[config.mk]
export PLATFORM = sky130hd
export DESIGN_NAME = srm_controller
export DESIGN_NICKNAME = d
export VERILOG_FILES = /design/src/rtl/srm_controller.sv
export SDC_FILE = /design/constraint.sdc
export NUM_CORES = 1
export LEC_CHECK = 0
export CORE_MARGIN = 2
export CORE_UTILIZATION = 41
export CTS_BUF_LIST = sky130_fd_sc_hd__clkbuf_8 sky130_fd_sc_hd__clkbuf_16
export CTS_CLUSTER_DIAMETER = 120
export DETAILED_ROUTE_END_ITERATION = 12
export HOLD_SLACK_MARGIN = 0.05
export PLACE_DENSITY = 0.82
export SETUP_SLACK_MARGIN = 0.5
export SKIP_LAST_GASP = 1
export SLEW_MARGIN = 5
export SYNTH_ARGS = -nofsm -noshare
export SYNTH_HDL_FRONTEND = slang
export SYNTH_SLANG_ARGS = --single-unit
export TNS_END_PERCENT = 10
[constraint.sdc]
create_clock -name clk -period 4.7 [get_ports clk]
set_clock_uncertainty 0.1 [all_clocks]
set_input_delay 0.94 -clock clk [delete_from_list [all_inputs] [get_ports clk]]
set_output_delay 0.94 -clock clk [all_outputs]
set_load 0.01 [all_outputs]
[src/rtl/srm_controller.sv]
// srm_controller: instruction register, decoder and sequencing FSM for the Simple RISC Machine datapath
module srm_controller (
  input  logic        clk,
  input  logic        reset,
  input  logic [15:0] in,
  input  logic        load,
  input  logic        s,
  output logic        w,
  output logic        err,
  output logic [15:0] datapath_in,
  output logic [2:0]  writenum,
  output logic [2:0]  readnum,
  output logic        write,
  output logic        loada,
  output logic        loadb,
  output logic        loadc,
  output logic        loads,
  output logic        asel,
  output logic        bsel,
  output logic        vsel,
  output logic [1:0]  shift,
  output logic [1:0]  ALUop
);
  localparam logic [2:0] WAIT      = 3'd0;
  localparam logic [2:0] WRITE_IMM = 3'd1;
  localparam logic [2:0] GET_A     = 3'd2;
  localparam logic [2:0] GET_B     = 3'd3;
  localparam logic [2:0] ALU       = 3'd4;
  localparam logic [2:0] CMP_S     = 3'd5;
  localparam logic [2:0] WRITE_REG = 3'd6;
  logic [15:0] r_ir;
  logic [2:0]  r_state, w_next;
  logic        r_err;
  logic [1:0]  w_op;
  logic        w_mov_imm, w_mov_reg, w_alu, w_legal;
  always_comb begin
    w_op      = r_ir[12:11];
    w_mov_imm = r_ir[15:13] == 3'b110 && w_op == 2'b10;
    w_mov_reg = r_ir[15:13] == 3'b110 && w_op == 2'b00;
    w_alu     = r_ir[15:13] == 3'b101;
    w_legal   = w_mov_imm || w_mov_reg || w_alu;
    case (r_state)
      WAIT:    w_next = !s ? WAIT :
                        w_mov_imm ? WRITE_IMM :
                        (w_mov_reg || (w_alu && w_op == 2'b11)) ? GET_B :
                        w_alu ? GET_A : WAIT;
      GET_A:   w_next = GET_B;
      GET_B:   w_next = (w_alu && w_op == 2'b01) ? CMP_S : ALU;
      ALU:     w_next = WRITE_REG;
      default: w_next = WAIT;
    endcase
  end
  always_ff @(posedge clk) begin
    if (reset) begin
      r_state <= WAIT;
      r_ir    <= 16'h0000;
      r_err   <= 1'b0;
    end else begin
      r_state <= w_next;
      r_err   <= r_state == WAIT && s && !w_legal;
      if (r_state == WAIT && load) r_ir <= in;
    end
  end
  always_comb begin
    w           = r_state == WAIT;
    err         = r_err;
    datapath_in = {{8{r_ir[7]}}, r_ir[7:0]};
    write       = !reset && (r_state == WRITE_IMM || r_state == WRITE_REG);
    loada       = !reset && r_state == GET_A;
    loadb       = !reset && r_state == GET_B;
    loadc       = !reset && r_state == ALU;
    loads       = !reset && r_state == CMP_S;
    asel        = r_state == ALU && (w_mov_reg || w_op == 2'b11);
    bsel        = 1'b0;
    vsel        = r_state == WRITE_IMM;
    shift       = (r_state == ALU || r_state == CMP_S) ? r_ir[4:3] : 2'b00;
    ALUop       = r_state == CMP_S ? 2'b01 : (r_state == ALU && !w_mov_reg) ? w_op : 2'b00;
    readnum     = r_state == GET_A ? r_ir[10:8] : r_state == GET_B ? r_ir[2:0] : 3'd0;
    writenum    = r_state == WRITE_IMM ? r_ir[10:8] : r_state == WRITE_REG ? r_ir[7:5] : 3'd0;
  end
endmodule

Word-level counts from Yosys, hierarchy flattened:

Cells that the tools add are included.

* reductions and logical operators: 25
* muxes and demuxes: 13
* eq/ne operators: 11

Operator list (number)
* $eq A3 B3 Y1 const B: 5
* $logic_and A1 B1 Y1: 14
* $mux W2: 7
* $mux W3: 4
* $pmux W3 S4: 1
* $eq A3 B2 Y1 const B: 2
* $logic_or A1 B1 Y1: 6
* $eq A2 B2 Y1 const B: 2
* $eq A3 B1 Y1 const B: 1
* $logic_not A1 Y1: 3
* $logic_not A3 Y1: 1
* $eq A2 B1 Y1 const B: 1
* $logic_not A2 Y1: 1
* $mux W1: 1

* input port bits: 20
* word-level logic and storage cells: 52
* flip-flop bits (word level): 20
* output and inout port bits: 36

Longest topological paths before layout:

Gate-level depths: netlist (run 1).

* word-level depth: 7
* mapped depth: 6
* depth with buffers taken out: 3

Worst setup path after synthesis (run 1):

No wires, ideal clock.

* path kind: input -> output
* start: input port reset
* end: output port loada
* stages on the path: 2
* data required time: 3.660 ns
* path buffers: 1
* slack: 2.347 ns
* arrival time: 1.313 ns
* cells stage by stage: clkbuf_1 -> nor2_1

* cells in the longest elaborated chain, start to end: 2

RTL lines
* from (decl): line 4 `input logic reset,`
* $logic_not A1 Y1: line 69 `loada = !reset && r_state == GET_A;`
* $logic_and A1 B1 Y1: line 69
* to (decl): line 14 `output logic loada,`

No other way between the ends.

Worst setup path in the final report (run 1):

* start: input port reset
* end: output port write

* cells in the longest elaborated chain, start to end: 2

RTL lines
* $logic_not A1 Y1: line 68 `write = !reset && (r_state == WRITE_IMM || r_state == WRITE_REG);`
* $logic_and A1 B1 Y1: line 68
* to (decl): line 13 `output logic write,`

No other way between the ends.

==> results of run 1 <==
worst max-delay path, stage by stage:
cell	delay, ns
clkdlybuf4s50_1	0.82
o21ba_1	0.41
clkdlybuf4s50_1	0.53
worst paths after layout:
kind,slack [ns],cells after the start,endpoint,from
worst max-delay path,0.96,3,write,reset
worst min-delay path,0.37,2,r_ir[3],r_ir[3]
worst max register to register,3.00,3,r_ir[14],r_state[2]
worst min register to register,0.37,2,r_ir[3],r_ir[3]
layout by cell type, fill, tap and decap left out, types with 2 or more instances in the layout:
| cell | n |
|---|---|
| o2111ai_1 | 2 |
| and2_1 | 3 |
| dfxtp_1 | 20 |
| a31oi_1 | 2 |
| nand2_1 | 33 |
| a21oi_1 | 18 |
| clkdlybuf4s50_1 | 54 |
| clkbuf_8 | 4 |
| nand2b_1 | 2 |
| a22o_1 | 6 |
| and3b_1 | 3 |
| nor2b_1 | 3 |
| nor2_1 | 7 |
| and4b_1 | 2 |
final cells by class:
cell class | count | area share (%)
tap | 30 | 2.39
clock buffer | 4 | 3.51
inverter | 1 | 0.239
timing repair buffer | 54 | 34.4
multi-input combinational | 94 | 33.9
sequential | 20 | 25.5
metal layers:
metal  wire [um]  vias to the layer above  track usage [%]
met1        1070                      486             19.0
met4          33                        0             5.10
met2        1440                       36             32.8
met5           0                        -                0
met3         160                        2             2.53
li1            -                      526                -
flip-flops by register name, summed over array words and instances (netlist names):
name / cells
err: 1
r_ir: 16
r_state: 3
stage by stage:
step           hold WS, ns  cell area [sq um]
2_1_floorplan        0.345               1120
3_3_place_gp         0.355               1510
3_5_place_dp         0.366               1510
4_1_cts              0.377               1570
5_1_grt              0.405               1570
6_report             0.373               1570
where the power goes:
part | switching [W] | total, W | internal (W) | leakage (nW)
logic | 0.0000276 | 0.0000670 | 0.0000394 | 0.405
registers | 0.0000101 | 0.000189 | 0.000179 | 0.164
clock network | 0.0000557 | 0.000130 | 0.0000744 | 0.0288
total | 0.0000933 | 0.000386 | 0.000293 | 0.598
kinds of logic after synthesis:
group	count (synthesis)
and+or+nand+nor	61
AOI/OAI and AO/OA	32
buffers and inverters	26
DFF	20
other	1
==> flow_summary.ini, run 1 <==
[yosys]
synth_largest_area_cell = dfxtp_1
xor_xnor_share_of_the_synthesized_area_pct = 0
synthesized_nets = 160
main_combinational_cell_family_by_area_after_synthesis = simple AND/OR/NAND/NOR gates
synth-compound-area-share_pct = 18.1
number_of_instances_in_the_synthesized_netlist = 140
postSynth.asyncResetShare_pct = 0
synth.yosys.warnings = 0
synth-adder-area-share_pct = 0
post_synth_most_frequent_cells = nand2_1, dfxtp_1, a21oi_1, buf_4, nor2_1
synthSimpleGateAreaFrac_pct = 29.0
ys_types = 31
ys_top_cells_by_area = dfxtp_1, buf_4, nand2_1
ys.flop_type = dfxtp_1
yosys-mux-area-fraction_pct = 0
synth_most_common_cell = nand2_1
mappedNetlistArea_sq_um = 1120
synth_seq_cells = 20
synth_edf_count = 0
yosysSeqAreaShare_pct = 35.7
post_synthesis_area_per_instance_sq_um = 8.02
synth_largest_type_area_fraction_pct = 35.7

[placed_design]
hpwl_mm = 1.99
gp_routability_congestion = 0.772
port_buffers = 54
placement.setup.worst_slack_ns = 0.959
placed_cells_incl_taps = 199

[layout]
flow.area_growth_from_synthesis_pct = 39.8
drive_gt1_share_pct = 4.05
antenna_cells = 0
register_area_sq_um = 400
layout.filler_cells = 225
multi_input_comb_area_sq_um = 532
design.final.nets = 194
final_cell_count_no_fill = 203
postLayoutCoreUtil_pct = 61.7

[timing]
rsz0062_at_grt = no
slew_headroom_pct = 45.1
setup_ws_ns = 0.960
report.final.setup_viol = 0
worst_slew_pin_slew_ns = 0.820
min_period_over_period_pct = 79.6
post-route-min-period_ns = 3.74
hold_viol = 0
timing.final.max_slew_violations = 0
fmax_ghz = 0.267
fin_setup_tns_ns = 0

[power_and_ir_drop]
irDropWorstVdd_mv = 0.174
total_power_divided_by_cell_area_nw_per_um2 = 246
overall_power_consumption_w = 0.000386
leakagePower_nw = 0.598

[worst_setup_path]
maximum_net_fanout_on_the_critical_path = 24
crit_arrival_ns = 2.70
required_ns = 3.66
setup.worst_path.start_class = input pin
kind_of_end_point_of_the_critical_path = primary output
path_class = input pin to primary output

[global_route]
global_route.usage.total_pct = 17.0
global_route_wire_length_before_repair_mm = 4.30
first_global_vias = 952
initial_antenna_violation_count = 0
largest_net_degree_at_the_start_of_global_routing = 25
global_route.overflow_total = 0

[clocking]
clk_root_buffer_cell = clkbuf_8
tritoncts.num_buffers = 3
post_cts.resized_instances = 0
ctsLongestPathBuffers = 2
postCtsSetupRepairBufs = 0
clk_latency_ns = 0.25
clk_pin_slew_worst_paths_ns = 0.07
cts_tree = yes
cts_htree_levels = 1
cts.hold.buffers_added = 0
clock-sinks = 20

[floorplanning]
die_x_um = 56.3
ioPinCount = 56
die_y_um = 56.3
initial_core_util_pct = 44.1
row_count = 18
dieArea_sq_um = 3170
core_region_area_sq_um = 2540

[routing]
first_pass_iters = 4
drt-initial-drc-count = 11
wl_per_cell_um = 13.3
dr_total_vias = 1050
post-route-drc-count = 0
detail_route.vias_per_cell = 5.17
postRouteAntennaNets = 0
postRouteWirelength_mm = 2.71

[job]
reported_max_cap_violation_count = 0

[outcome]
run_status = finished, final reports clean

[hold_path]
timing.hold.worst.class = flip-flop to flip-flop
Note: power is estimated with default switching activity, not from simulation.
==> run 2, diff against run 1 <==
Settings changed: CORE_UTILIZATION 41 to 36, PLACE_DENSITY 0.82 to 0.76.
Clock period 4.7 ns to 3.1 ns, I/O delays scaled along.
==> run 2 against run 1 <==
Against the previous run:
- combinational power increased by 54%
- count of clock-buffer cells in the layout decreased by 1
- final area increased by 1.4%
- setup slack got worse by 0.44 ns
- wire length increased by 4.7%
- non-clock buffer count increased by 2
- critical path type is now flip-flop to primary output
- highest routed layer unchanged
==> flow_summary.ini, run 2 (same netlist as run 1, synthesis figures left out) <==
[outcome]
run_status = finished, final reports clean

[layout]
layout_common_cells = clkdlybuf4s50_1, nand2_1, a21oi_1, dfxtp_1
final_common_cell = clkdlybuf4s50_1
design.final.nets = 196
register_area_sq_um = 403
postLayoutCoreUtil_pct = 53.0
registers.top_by_ff_count = r_ir
flow.area_growth_from_synthesis_pct = 41.7
multi_input_comb_area_sq_um = 547
fin_area_sq_um = 1590
antenna_cells = 0
drive_gt1_share_pct = 7.47
largest_register_ffs = 16
layout.filler_cells = 305

[worst_setup_path]
required_ns = 2.38
setup.worst_path.start_class = flip-flop
kind_of_end_point_of_the_critical_path = primary output
path_class = flip-flop to primary output
crit_arrival_ns = 1.86
timing.critical_path.cells = nand2b_1 -> nor2_4 -> a22o_1 -> clkdlybuf4s50_1
maximum_net_fanout_on_the_critical_path = 11
r2r-start = r_state[1]
worst_setup_path_startpoint = r_state[1]
cpPeakStageDelay_ns = 0.56
critical-path-slowest-cell = dfxtp_1

[timing]
timing.final.max_slew_violations = 0
worst_slew_pin_slew_ns = 0.784
report.final.setup_viol = 0
slew_headroom_pct = 47.5
min_period_over_period_pct = 83.2
rsz0062_at_grt = yes
hold_viol = 0
post-route-min-period_ns = 2.58
fin_setup_tns_ns = 0
fmax_ghz = 0.388

[clocking]
cts_tree = yes
clk_root_buffer_cell = clkbuf_8
cts.hold.buffers_added = 0
ctsLongestPathBuffers = 2
tritoncts.num_buffers = 3
clk_latency_ns = 0.26
cts_htree_levels = 1
clk_pin_slew_worst_paths_ns = 0.07
clock-sinks = 20

[routing]
wl_per_cell_um = 13.7
postRouteWirelength_mm = 2.83
detail_route.vias_per_cell = 5.23
first_pass_iters = 4
drt-initial-drc-count = 36
postRouteAntennaNets = 0
dr_total_vias = 1082
post-route-drc-count = 0

[global_route]
global_route.usage.total_pct = 16.7
global_route_wire_length_before_repair_mm = 4.49
initial_antenna_violation_count = 0
largest_net_degree_at_the_start_of_global_routing = 17
first_global_vias = 1037
global_route.overflow_total = 0

[floorplanning]
die_y_um = 59.8
dieArea_sq_um = 3580
initial_core_util_pct = 37.4
ioPinCount = 56
core_region_area_sq_um = 3000
row_count = 20
die_x_um = 59.8

[job]
reported_max_cap_violation_count = 0

[hold_path]
timing.hold.worst.class = flip-flop to flip-flop
worstHoldStart = r_ir[3]

[power_and_ir_drop]
irDropWorstVdd_mv = 0.178
total_power_divided_by_cell_area_nw_per_um2 = 351
leakagePower_nw = 0.606

[placed_design]
gp_routability_congestion = 0.821
placedInstanceArea_sq_um = 1530
hpwl_mm = 2.19
port_buffers = 54
[run 2: path summary, 6_finish.rpt]
path                            slack (ns)     endpoint  cells past startpoint
worst max register to register        1.50      r_ir[4]                      3
worst max-delay path                  0.52  writenum[2]                      4
worst min-delay path                  0.37      r_ir[3]                      2
worst min register to register        0.37      r_ir[3]                      2
[run 2: critical path, delay by kind of cell, from the launching register on]
kind | cells | cell delay, ns
compound gates | 1 | 0.26
buf+inv | 1 | 0.48
simple gates | 2 | 0.30
flops | 1 | 0.56
[run 2: repair_timing]
| item | in CTS | in global routing |
|---|---|---|
| endpoints found under the setup margin | 8 | 5 |
| resized for setup | 4 | 3 |
| pin swaps | 0 | 0 |
| buffers inserted | 0 | 0 |
[run 2: where the power goes]
part / total (W) / switching [W] / leakage, nW / internal (W)
clock: 0.000168 / 0.0000811 / 0.0216 / 0.0000865
combinational: 0.000103 / 0.0000424 / 0.419 / 0.0000611
sequential: 0.000287 / 0.0000157 / 0.165 / 0.000271
total: 0.000558 / 0.000139 / 0.606 / 0.000419
[run 2: layout make-up]
class / instances / area share [%]
Timing Repair Buffer: 56 / 34.9
Inverter: 1 / 0.236
Tap cell: 33 / 2.60
Clock buffer: 3 / 2.60
Sequential cell: 20 / 25.3
Multi-Input combinational cell: 94 / 34.4
[run 2: routing by layer]
layer | up-vias | wire (um) | global-route usage (%)
li1 | 525 | - | -
met5 | - | 0 | 0
met3 | 4 | 179 | 2.60
met2 | 46 | 1410 | 31.1
met1 | 507 | 1200 | 18.5
met4 | 0 | 44 | 7.30
[run 2: metrics by stage]
stage,hold WS [ns],cells,setup slack [ns],power [W]
detailed placement,0.364,204,0.418,0.000396
global route,0.400,207,0.462,0.000578
floorplan,0.345,140,1.18,0.000354
finish,0.371,207,0.522,0.000558
global placement,0.365,204,0.423,0.000394
CTS,0.373,207,0.457,0.000561
==> variant (settings of run 1) <==
Register the output `readnum`, cleared by the reset; this adds one clock of latency there. The other outputs are not delayed to match.
--- a/src/rtl/srm_controller.sv
+++ b/src/rtl/srm_controller.sv
@@ -28,6 +28,8 @@
   localparam logic [2:0] ALU       = 3'd4;
   localparam logic [2:0] CMP_S     = 3'd5;
   localparam logic [2:0] WRITE_REG = 3'd6;
+
+  logic [2:0] readnum_d;
   logic [15:0] r_ir;
   logic [2:0]  r_state, w_next;
   logic        r_err;
@@ -75,8 +77,16 @@
     vsel        = r_state == WRITE_IMM;
     shift       = (r_state == ALU || r_state == CMP_S) ? r_ir[4:3] : 2'b00;
     ALUop       = r_state == CMP_S ? 2'b01 : (r_state == ALU && !w_mov_reg) ? w_op : 2'b00;
-    readnum     = r_state == GET_A ? r_ir[10:8] : r_state == GET_B ? r_ir[2:0] : 3'd0;
+    readnum_d   = r_state == GET_A ? r_ir[10:8] : r_state == GET_B ? r_ir[2:0] : 3'd0;
     writenum    = r_state == WRITE_IMM ? r_ir[10:8] : r_state == WRITE_REG ? r_ir[7:5] : 3'd0;
   end
+  always_ff @(posedge clk) begin
+    if (reset) begin
+      readnum <= '0;
+    end else begin
+      readnum <= readnum_d;
+    end
+  end
+
 endmodule
 
Function: changed (a bounded check fails within 4 cycles, from zero or initial values and one cycle with reset high).
==> variant against run 1 <==
Design area rose by 4.5%; total power rose by 4.2%; synthesized area rose by 6.6%; largest cell class unchanged; wire length rose by 11%; non-clock buffer count rose by 1; sequential power rose by 14%; critical path depth did not move; highest routed layer unchanged; setup slack improved by 0.22 ns; sequential cell count rose by 3.
==> variant: results (changes against run 1) <==
- CTS Buf Count: 3 (unchanged)
- Iteration count of the initial detailed-routing pass: 4 (unchanged)
- Placement Cell Area: 1590 µm² (+5.3%)
- Hold_sp: r_ir[8]$_SDFFE_PP0P_
- Pin count of the biggest net entering global routing: 24 (-4.0%)
- FF-to-FF setup slack: 2.92 ns (-0.08 ns)
- Synth Area per Inst: 8.42 µm² (+5.1%)
- Post-synthesis sequential area ratio: 38.5% (+2.8 points)
- Int Pwr: 0.303 mW (+3.5%)
- CTS resizes: 0 (unchanged)
- Leak: 0.596 nW (-0.31%)
- Largest cells by area after synthesis: dfxtp_1 38%, buf_4 12%, nand2_1 10%
- Hold/Removal Path Class: reg2reg
- DP Wirelength: 2.27 mm (+14%)
- Crit-path max FO: 5 (-79%)
- Top cells by count, synth: 33 x nand2_1, 23 x dfxtp_1, 19 x buf_4
- Final wirelength: 3.00 mm (+11%)
- R2r endpoint: r_ir[14]$_SDFFE_PP0P_
- Root Buffer: clkbuf_8
- Reg2reg start: r_state[2]$_SDFF_PP0_
- Worst R2R Path Depth: 3 (unchanged)
- Initial antenna violation count: 0 (unchanged)
- Relative slew slack: 41.8% (-3.3 points)
- Global-route wire length before repair: 4.79 mm (+11%)
- Nets: 197 (+1.5%)
- Placer congestion estimate: 0.913 (+18%)
- Vias in the first global route: 1038 (+9.0%)
- Layout cell share with drive strength beyond 1: 6.25% (+2.2 points)
- Syn Nets: 162 (+1.3%)
- Hold EP: r_ir[8]$_SDFFE_PP0P_
- Total track usage: 18.3% (+1.3 points)
- Filler cells: 268 (+19%)
- Peak VDD IR: 0.202 mV (+17%)
- Placed Cells: 203 (+2.0%)
- Routed vias: 1083 (+3.1%)
- Outcome: finished clean
- Synth unique cells: 32 (+3.2%)
- Final Setup Violations: 0 (unchanged)
- DR iter-0 viols: 19 (+8)
- Clk pin slew, worst setup/hold paths: 0.08 ns
- Avg Vias per Cell: 5.23 (+1.1%)
==> variant: changes by cell type in the layout (fill, tap and decap cells not counted), sizes merged, moves of 2 or more <==
cell | run 1 | this run
o2111ai | 2 | 0
dfxtp | 20 | 23
o211ai | 0 | 2
nand2b | 2 | 0
nor3b | 1 | 3
nor2 | 7 | 5
nor4b | 2 | 4
==> variant: worst max path at each step <==
| stage | endpoint | slack [ns] | from | cells after the start |
|---|---|---|---|---|
| 2_1_floorplan | loads | 2.20 | reset | 2 |
| 3_3_place_gp | loadb | 1.26 | reset | 3 |
| 3_5_place_dp | loadb | 1.18 | reset | 3 |
| 4_1_cts | loadb | 1.17 | reset | 3 |
| 5_1_grt | loadb | 1.12 | reset | 3 |
| 6_report | loadb | 1.18 | reset | 3 |
==> variant: cell type report <==
class / count / area, µm² / share of cell area, %
well taps: 31 / 38.8 / 2.36
repair buffers: 55 / 548 / 33.4
inverters: 2 / 7.51 / 0.458
clock inverters: 1 / 5.00 / 0.305
flip-flops and latches: 23 / 460 / 28.1
clock buffers: 3 / 41.3 / 2.52
multi-input cells: 92 / 539 / 32.9
==> variant: through the flow <==
stage,total power [mW],setup WS (ns),hold WS [ns]
after global routing,0.424,1.12,0.407
after CTS,0.408,1.17,0.391
final,0.402,1.18,0.388
after detailed placement,0.288,1.18,0.379
after global placement,0.286,1.26,0.359
after floorplan,0.260,2.20,0.345
==> variant: worst max-delay path: stages <==
cell,delay (ns)
clkdlybuf4s50_1,0.43
nor4b_2,0.47
clkdlybuf4s50_1,0.64
==> variant: cell families (layout without fill, tap and decap cells) <==
kind of cell,after synthesis,after routing,synth area share [%]
simple gates,59,59,28.1
buf+inv,27,61,16.4
compound gates,32,32,16.6
flops,23,23,38.5
other cells,1,1,0.314
==> variant: power groups by stage <==
stage | registers (mW) | logic, mW | clock network [mW]
finish | 0.215 | 0.0689 | 0.119
global route | 0.216 | 0.0747 | 0.133
CTS | 0.215 | 0.0691 | 0.124
detailed placement | 0.219 | 0.0688 | 0
global placement | 0.219 | 0.0671 | 0
floorplan | 0.216 | 0.0438 | 0
==> variant: layer usage <==
metal | vias to the layer above | share of wire, % | GRT usage, %
li1 | 535 | - | -
met1 | 491 | 42 | 22.7
met2 | 53 | 48 | 31.7
met3 | 4 | 8.8 | 2.68
met4 | 0 | 1.6 | 7.64
met5 | - | 0 | 0
